## config.mk

```make
export PLATFORM = sky130hd
export DESIGN_NAME = ps2_host_tx
export DESIGN_NICKNAME = d
export VERILOG_FILES = /design/src/rtl/ps2_host_tx.sv
export SDC_FILE = /design/constraint.sdc
export NUM_CORES = 1
export LEC_CHECK = 0
export CORE_ASPECT_RATIO = 0.75
export CORE_MARGIN = 2
export CORE_UTILIZATION = 25
export CTS_CLUSTER_SIZE = 16
export DETAILED_ROUTE_END_ITERATION = 6
export GPL_TIMING_DRIVEN = 0
export PLACE_DENSITY = 0.46
export SLEW_MARGIN = 20
export SYNTH_ARGS = -nofsm -noshare
export SYNTH_HDL_FRONTEND = slang
export SYNTH_SLANG_ARGS = --single-unit
```

## constraint.sdc

```tcl
create_clock -name clk -period 2.3 [get_ports clk]
set_clock_uncertainty 0.1 [all_clocks]
set_input_delay 0.575 -clock clk [delete_from_list [all_inputs] [get_ports clk]]
set_output_delay 0.575 -clock clk [all_outputs]
set_load 0.01 [all_outputs]
```

## src/rtl/ps2_host_tx.sv

```systemverilog
// ps2_host_tx -- PS/2 host-to-device command transmitter.
//
// Sends one byte to the device using the inhibit / request-to-send sequence.
// The device then clocks out the start, data, parity and stop bits, and the
// host checks for the device ACK. Both pads are driven open-drain through
// active-high pull-low enables. The parent ties each pad to 1'bz unless the
// matching enable is set.
//
// Ports:
//   clk, rst_n   system clock, asynchronous active-low reset
//   PS2_clk      pad level of the PS/2 clock line
//   PS2_data     pad level of the PS/2 data line
//   tx_data      byte to send, sampled only when a transfer is accepted
//   tx_valid     send request; accepted when tx_valid && tx_ready
//   tx_ready     high only while idle
//   ps2_clk_oe   1 = pull PS2_clk low
//   ps2_data_oe  1 = pull PS2_data low
//   busy         high in every state except idle
//   done         1-cycle pulse: device ACKed and both lines returned high
//   error        1-cycle pulse: missing ACK or timeout
module ps2_host_tx #(
  parameter int unsigned CLK_HZ         = 100_000_000,
  parameter int unsigned INHIBIT_CYCLES = 12_000,
  parameter int unsigned RTS_CYCLES     = 16,
  parameter int unsigned FILTER_LEN     = 4,
  parameter int unsigned TIMEOUT_CYCLES = 2_000_000
) (
  input  logic       clk,
  input  logic       rst_n,
  input  logic       PS2_clk,
  input  logic       PS2_data,
  input  logic [7:0] tx_data,
  input  logic       tx_valid,
  output logic       tx_ready,
  output logic       ps2_clk_oe,
  output logic       ps2_data_oe,
  output logic       busy,
  output logic       done,
  output logic       error
);

  localparam int unsigned InhW  = (INHIBIT_CYCLES > 1) ? $clog2(INHIBIT_CYCLES) : 1;
  localparam int unsigned RtsW  = (RTS_CYCLES > 1) ? $clog2(RTS_CYCLES) : 1;
  localparam int unsigned FiltW = (FILTER_LEN > 1) ? $clog2(FILTER_LEN) : 1;
  localparam int unsigned ToW   = $clog2(TIMEOUT_CYCLES + 1);

  // CLK_HZ only documents the intended clock; reject a nonsensical value.
  if (CLK_HZ == 0) begin : g_bad_clk_hz
    $error("CLK_HZ must be nonzero");
  end

  typedef enum logic [2:0] {
    StIdle, StInhibit, StRts, StSend, StAckChk, StWaitIdle
  } state_e;

  // Input conditioning; index 0 = clock line, index 1 = data line.
  logic [1:0]       r_sync1, r_sync2, r_filt;
  logic [FiltW-1:0] r_fcnt [2];
  logic             r_clk_prev;
  logic             w_fall;

  always_ff @(posedge clk or negedge rst_n) begin
    if (!rst_n) begin
      r_sync1    <= 2'b11;
      r_sync2    <= 2'b11;
      r_filt     <= 2'b11;
      r_fcnt[0]  <= '0;
      r_fcnt[1]  <= '0;
      r_clk_prev <= 1'b1;
    end else begin
      r_sync1    <= {PS2_data, PS2_clk};
      r_sync2    <= r_sync1;
      r_clk_prev <= r_filt[0];
      for (int i = 0; i < 2; i++) begin
        // Count consecutive samples that disagree with the filtered level;
        // flip the level once FILTER_LEN of them have been seen.
        if (r_sync2[i] == r_filt[i]) begin
          r_fcnt[i] <= '0;
        end else if (r_fcnt[i] == FiltW'(FILTER_LEN - 1)) begin
          r_filt[i] <= r_sync2[i];
          r_fcnt[i] <= '0;
        end else begin
          r_fcnt[i] <= r_fcnt[i] + FiltW'(1);
        end
      end
    end
  end

  assign w_fall = r_clk_prev & ~r_filt[0];

  // Transmit FSM and datapath.
  state_e          r_state, w_state_nxt;
  logic            r_clk_oe, w_clk_oe_nxt;
  logic            r_data_oe, w_data_oe_nxt;
  logic            r_busy;
  logic [9:0]      r_shift, w_shift_nxt;   // {stop, parity, d7..d0}; start is implicit
  logic [3:0]      r_bit_cnt, w_bit_nxt;
  logic [InhW-1:0] r_inh_cnt, w_inh_nxt;
  logic [RtsW-1:0] r_rts_cnt, w_rts_nxt;
  logic [ToW-1:0]  r_to_cnt, w_to_nxt;
  logic            w_timeout;

  assign w_timeout = (r_to_cnt == ToW'(TIMEOUT_CYCLES));

  always_ff @(posedge clk or negedge rst_n) begin
    if (!rst_n) begin
      r_state   <= StIdle;
      r_clk_oe  <= 1'b0;
      r_data_oe <= 1'b0;
      r_busy    <= 1'b0;
      r_shift   <= '1;
      r_bit_cnt <= '0;
      r_inh_cnt <= '0;
      r_rts_cnt <= '0;
      r_to_cnt  <= '0;
    end else begin
      r_state   <= w_state_nxt;
      r_clk_oe  <= w_clk_oe_nxt;
      r_data_oe <= w_data_oe_nxt;
      r_busy    <= (w_state_nxt != StIdle);
      r_shift   <= w_shift_nxt;
      r_bit_cnt <= w_bit_nxt;
      r_inh_cnt <= w_inh_nxt;
      r_rts_cnt <= w_rts_nxt;
      r_to_cnt  <= w_to_nxt;
    end
  end

  always_comb begin
    w_state_nxt   = r_state;
    w_clk_oe_nxt  = r_clk_oe;
    w_data_oe_nxt = r_data_oe;
    w_shift_nxt   = r_shift;
    w_bit_nxt     = r_bit_cnt;
    w_inh_nxt     = r_inh_cnt;
    w_rts_nxt     = r_rts_cnt;
    w_to_nxt      = r_to_cnt;
    done          = 1'b0;
    error         = 1'b0;

    // Saturating timeout counter, live only while the device owns the clock.
    if ((r_state == StSend || r_state == StWaitIdle) && !w_timeout) begin
      w_to_nxt = r_to_cnt + ToW'(1);
    end

    unique case (r_state)
      StIdle: begin
        w_clk_oe_nxt  = 1'b0;
        w_data_oe_nxt = 1'b0;
        if (tx_valid) begin
          w_state_nxt  = StInhibit;
          w_clk_oe_nxt = 1'b1;
          w_shift_nxt  = {1'b1, ~^tx_data, tx_data};
          w_inh_nxt    = '0;
        end
      end
      StInhibit: begin
        if (r_inh_cnt == InhW'(INHIBIT_CYCLES - 1)) begin
          w_state_nxt   = StRts;
          w_data_oe_nxt = 1'b1;             // start bit
          w_rts_nxt     = '0;
        end else begin
          w_inh_nxt = r_inh_cnt + InhW'(1);
        end
      end
      StRts: begin
        if (r_rts_cnt == RtsW'(RTS_CYCLES - 1)) begin
          w_state_nxt  = StSend;
          w_clk_oe_nxt = 1'b0;
          w_to_nxt     = '0;
          w_bit_nxt    = '0;
        end else begin
          w_rts_nxt = r_rts_cnt + RtsW'(1);
        end
      end
      StSend: begin
        if (w_timeout) begin
          error         = 1'b1;
          w_state_nxt   = StIdle;
          w_clk_oe_nxt  = 1'b0;
          w_data_oe_nxt = 1'b0;
        end else if (w_fall) begin
          if (r_bit_cnt != 4'hF) w_bit_nxt = r_bit_cnt + 4'd1;
          if (r_bit_cnt == 4'd10) begin
            w_state_nxt = StAckChk;            // edge 11: device drives ACK
          end else begin
            w_data_oe_nxt = ~r_shift[0];
            w_shift_nxt   = {1'b1, r_shift[9:1]};
          end
        end
      end
      StAckChk: begin
        if (r_filt[1]) begin
          error       = 1'b1;
          w_state_nxt = StIdle;
        end else begin
          w_state_nxt = StWaitIdle;
        end
      end
      StWaitIdle: begin
        if (r_filt == 2'b11) begin
          done        = 1'b1;
          w_state_nxt = StIdle;
        end else if (w_timeout) begin
          error         = 1'b1;
          w_state_nxt   = StIdle;
          w_clk_oe_nxt  = 1'b0;
          w_data_oe_nxt = 1'b0;
        end
      end
      default: begin
        w_state_nxt   = StIdle;
        w_clk_oe_nxt  = 1'b0;
        w_data_oe_nxt = 1'b0;
      end
    endcase
  end

  assign tx_ready    = (r_state == StIdle);
  assign busy        = r_busy;
  assign ps2_clk_oe  = r_clk_oe;
  assign ps2_data_oe = r_data_oe;

endmodule

```

==> run metrics <==
fin crit share=1.21; Seq/Total Area, Yosys=0.473; Root Buffer=clkbuf_16; Psw=670 uW; Gate Count Post-Synth=between 300 and 400; Synth area leader=dfrtp_1; failing checks=negative setup slack; Max-slew headroom=0.611; H-tree depth=3; port buffer count=18; GPL Wtd Cong=0.784; post-synthesis register bit count=69; min-delay worst type=in -> async; hold_buf cts=0; crit path max fanout=3; met1 Usage GRT=0.173; Iteration-0 DRC Markers=181; Hold WS=0.0121 ns; Slew @ Worst Pin=approximately 0.58 ns; FILL cells=1544; CTS tree=yes; die height=109 um; Yosys top cell area share=0.359; All-Layer GR Usage=0.118; VDD IR max=~350 uV; CTS clk-pin slew, worst paths=roughly 0.050 ns; n_diodes=0; synthesized cell area=between 0.003 and 0.004 sq mm; Initial Utilization=0.256; fin worst setup slack=-0.479 ns; vias per inst=approximately 4.6; Crit-path slowest cell=dfrtp_1; synth top area cells=dfrtp_1 36%, dfstp_2 11%, xnor2_1 5.2%; Die W=144 um; # nets final=431; dominant synthesized flop cell=dfrtp_1; met2 Use GR=0.169; Boundary Pins=19; pin count of the biggest net entering global routing=55; die area=0.0158 sq mm; Post-synth EDFFs=0; sequential group share of total power=0.439; async set-or-reset flop fraction in the synthesized netlist=1.00; Max Root-Sink Buffers=2; Area Growth Syn to Fin=24.2%; Leak=approximately 0.0019 uW; Power Density=673 mW/mm^2; initial antenna violation count=0; insertion delay to the later sink of the worst-skew pair=~0.33 ns; first-pass GRT wire length=14.4 mm; clock network fraction of total power=0.487; routed wire length=8.47 mm; met3 Use GR=0.0250; GRT Residual Overflow=0; power share of the combinational group=0.074; synth unique cells=61; RSZ-0062 raised after global routing=true; Buf+Inv Stages, Crit Path=2; via count=2821; fin. max-slew vios=0; crit path capture type=output port; reg2reg start=r_state[1]; Avg Synthesized Cell Area=9.85 sq um; layout cells sized above 1=0.202; power consumption=3080 uW; cts bufs inserted=9; critical path startpoint=r_to_cnt[0]; status=finished, violations left; Detail Placement HPWL=just under 6 mm; Synth Warn #=0; core area=0.0145 sq mm; crit-path cells=inv_2, ha_4, nor4b_4, nand4_1, or2_4, a211o_1, o21ai_2, buf_2; Mapped Nets=~400; Int Pwr=2410 uW; Routed Antenna Nets=0; # rows=38; slowest stage delay, CP=0.40 ns; total clock sinks=69; Worst Setup Path Type=reg -> out; Core Util, Final=0.317; total negative slack=-0.479 ns; Hold Vio Cnt, Final=0; wire length per cell=about 14 um; placed cell count=594; Final setup viols=1; detailed-router iteration count before antenna repair=4; Tmin final=2.78 ns; Switching Share=0.217; post-route DRC violation count=0; vias in the first global route=2760; CP Launch Type=flop; Achievable Freq=360 MHz; Worst EP arrival=2.10 ns; max-cap violations=0; delay-heaviest family, CP=simple AND/OR/NAND/NOR gates; CP required=1.62 ns; most used routing layer=met1; final cell count without fillers=approximately 600
registers in the layout (all words and copies together) (netlist names), 2 cells and up:
| register | flops |
|---|---|
| r_to_cnt | 21 |
| r_inh_cnt | 14 |
| r_shift | 9 |
| r_rts_cnt | 4 |
| r_fcnt | 4 |
| r_bit_cnt | 4 |
| r_sync1 | 2 |
| r_state | 3 |
| r_sync2 | 2 |
| r_filt | 2 |
cell type report:
cell class | count | area [sq um] | share of cell area
Timing Repair Buffer | 27 | 258 | 0.0562
Tap cell | 200 | 250 | 0.0546
Buffer | 8 | 41.3 | 0.00900
Clock inverter | 4 | 70.1 | 0.0153
Inverter | 8 | 30.0 | 0.00655
Clock buffer | 12 | 256 | 0.0559
Multi-Input combinational cell | 287 | 1930 | 0.422
Sequential cell | 69 | 1750 | 0.381
cell usage after synthesis, types with 2 or more instances:
master,number
nand2_1,44
dfrtp_1,53
mux2_2,11
o21ai_0,12
nand2b_1,6
o211ai_1,2
o21a_1,4
or3_1,5
xnor2_1,22
o22ai_1,2
nor2b_1,3
and4_1,3
nand4_1,12
nor3_1,13
nor4_1,7
dfstp_2,16
nand3_1,23
and3_1,3
o21ai_1,3
ha_1,8
a31oi_1,2
and2_1,2
clkbuf_1,8
xor2_1,13
a21oi_1,14
nor4b_1,4
nand4_2,2
a211o_1,2
inv_1,7
nor2_1,38
routing by layer:
layer	wire, um	vias up
li1	-	1406
met1	4590	1377
met2	3560	28
met3	191	10
met4	131	0
met5	0	-
final timing paths:
check,slack (ns),endpoint,cells past startpoint
max in group asynchronous,1.50,r_shift[7],2
worst max register to register,0.16,r_to_cnt[3],5
worst max-delay path,-0.48,error,8
worst min-delay path,0.01,r_to_cnt[16],1
min in group clk,0.25,r_sync2[0],0
worst min register to register,0.25,r_sync2[0],0
cell families (layout without fill, tap and decap cells):
| logic type | Yosys count | count (layout) | share of synthesized area |
|---|---|---|---|
| AOI/OAI and AO/OA | 54 | 54 | 0.0945 |
| xor gates and xnor gates | 35 | 35 | 0.0830 |
| adders and majority gates | 8 | 8 | 0.0271 |
| buffers and inverters | 19 | 59 | 0.0251 |
| DFF | 69 | 69 | 0.473 |
| muxes | 12 | 12 | 0.0362 |
| and+or+nand+nor | 178 | 178 | 0.261 |
placed cells by master (no fill, tap or decap), drive strengths merged, types with 8 or more instances in the layout:
cell type      count
a21oi             15
buf               13
clkbuf            18
clkdlybuf4s50     14
dfrtp             53
dfstp             16
ha                 8
inv                8
mux2              11
nand2             45
nand3             23
nand4             14
nor2              38
nor3              14
nor4               9
o21ai             16
xnor2             22
xor2              13
per-stage QoR:
step	area (sq um)	setup slack, ns
2_1_floorplan	3700	-0.0725
3_3_place_gp	4130	-1.99
3_5_place_dp	4160	-0.877
4_1_cts	4590	-0.559
5_1_grt	4590	-0.587
6_report	4590	-0.479
what timing repair did:
| action | CTS | global route |
|---|---|---|
| gates resized for setup | 16 | 5 |
| pin swaps | 3 | 5 |
| endpoints found under the setup margin | 3 | 11 |
| buffers inserted | 8 | 0 |
power by group through the flow:
stage / Clock (uW) / Combinational, uW / Sequential [uW]
floorplan: 0 / 159 / 1340
global placement: 0 / 234 / 1350
detailed placement: 0 / 247 / 1350
CTS: 1560 / 232 / 1350
global route: 1610 / 259 / 1370
finish: 1500 / 228 / 1350
(Power assumes the default switching activity.)
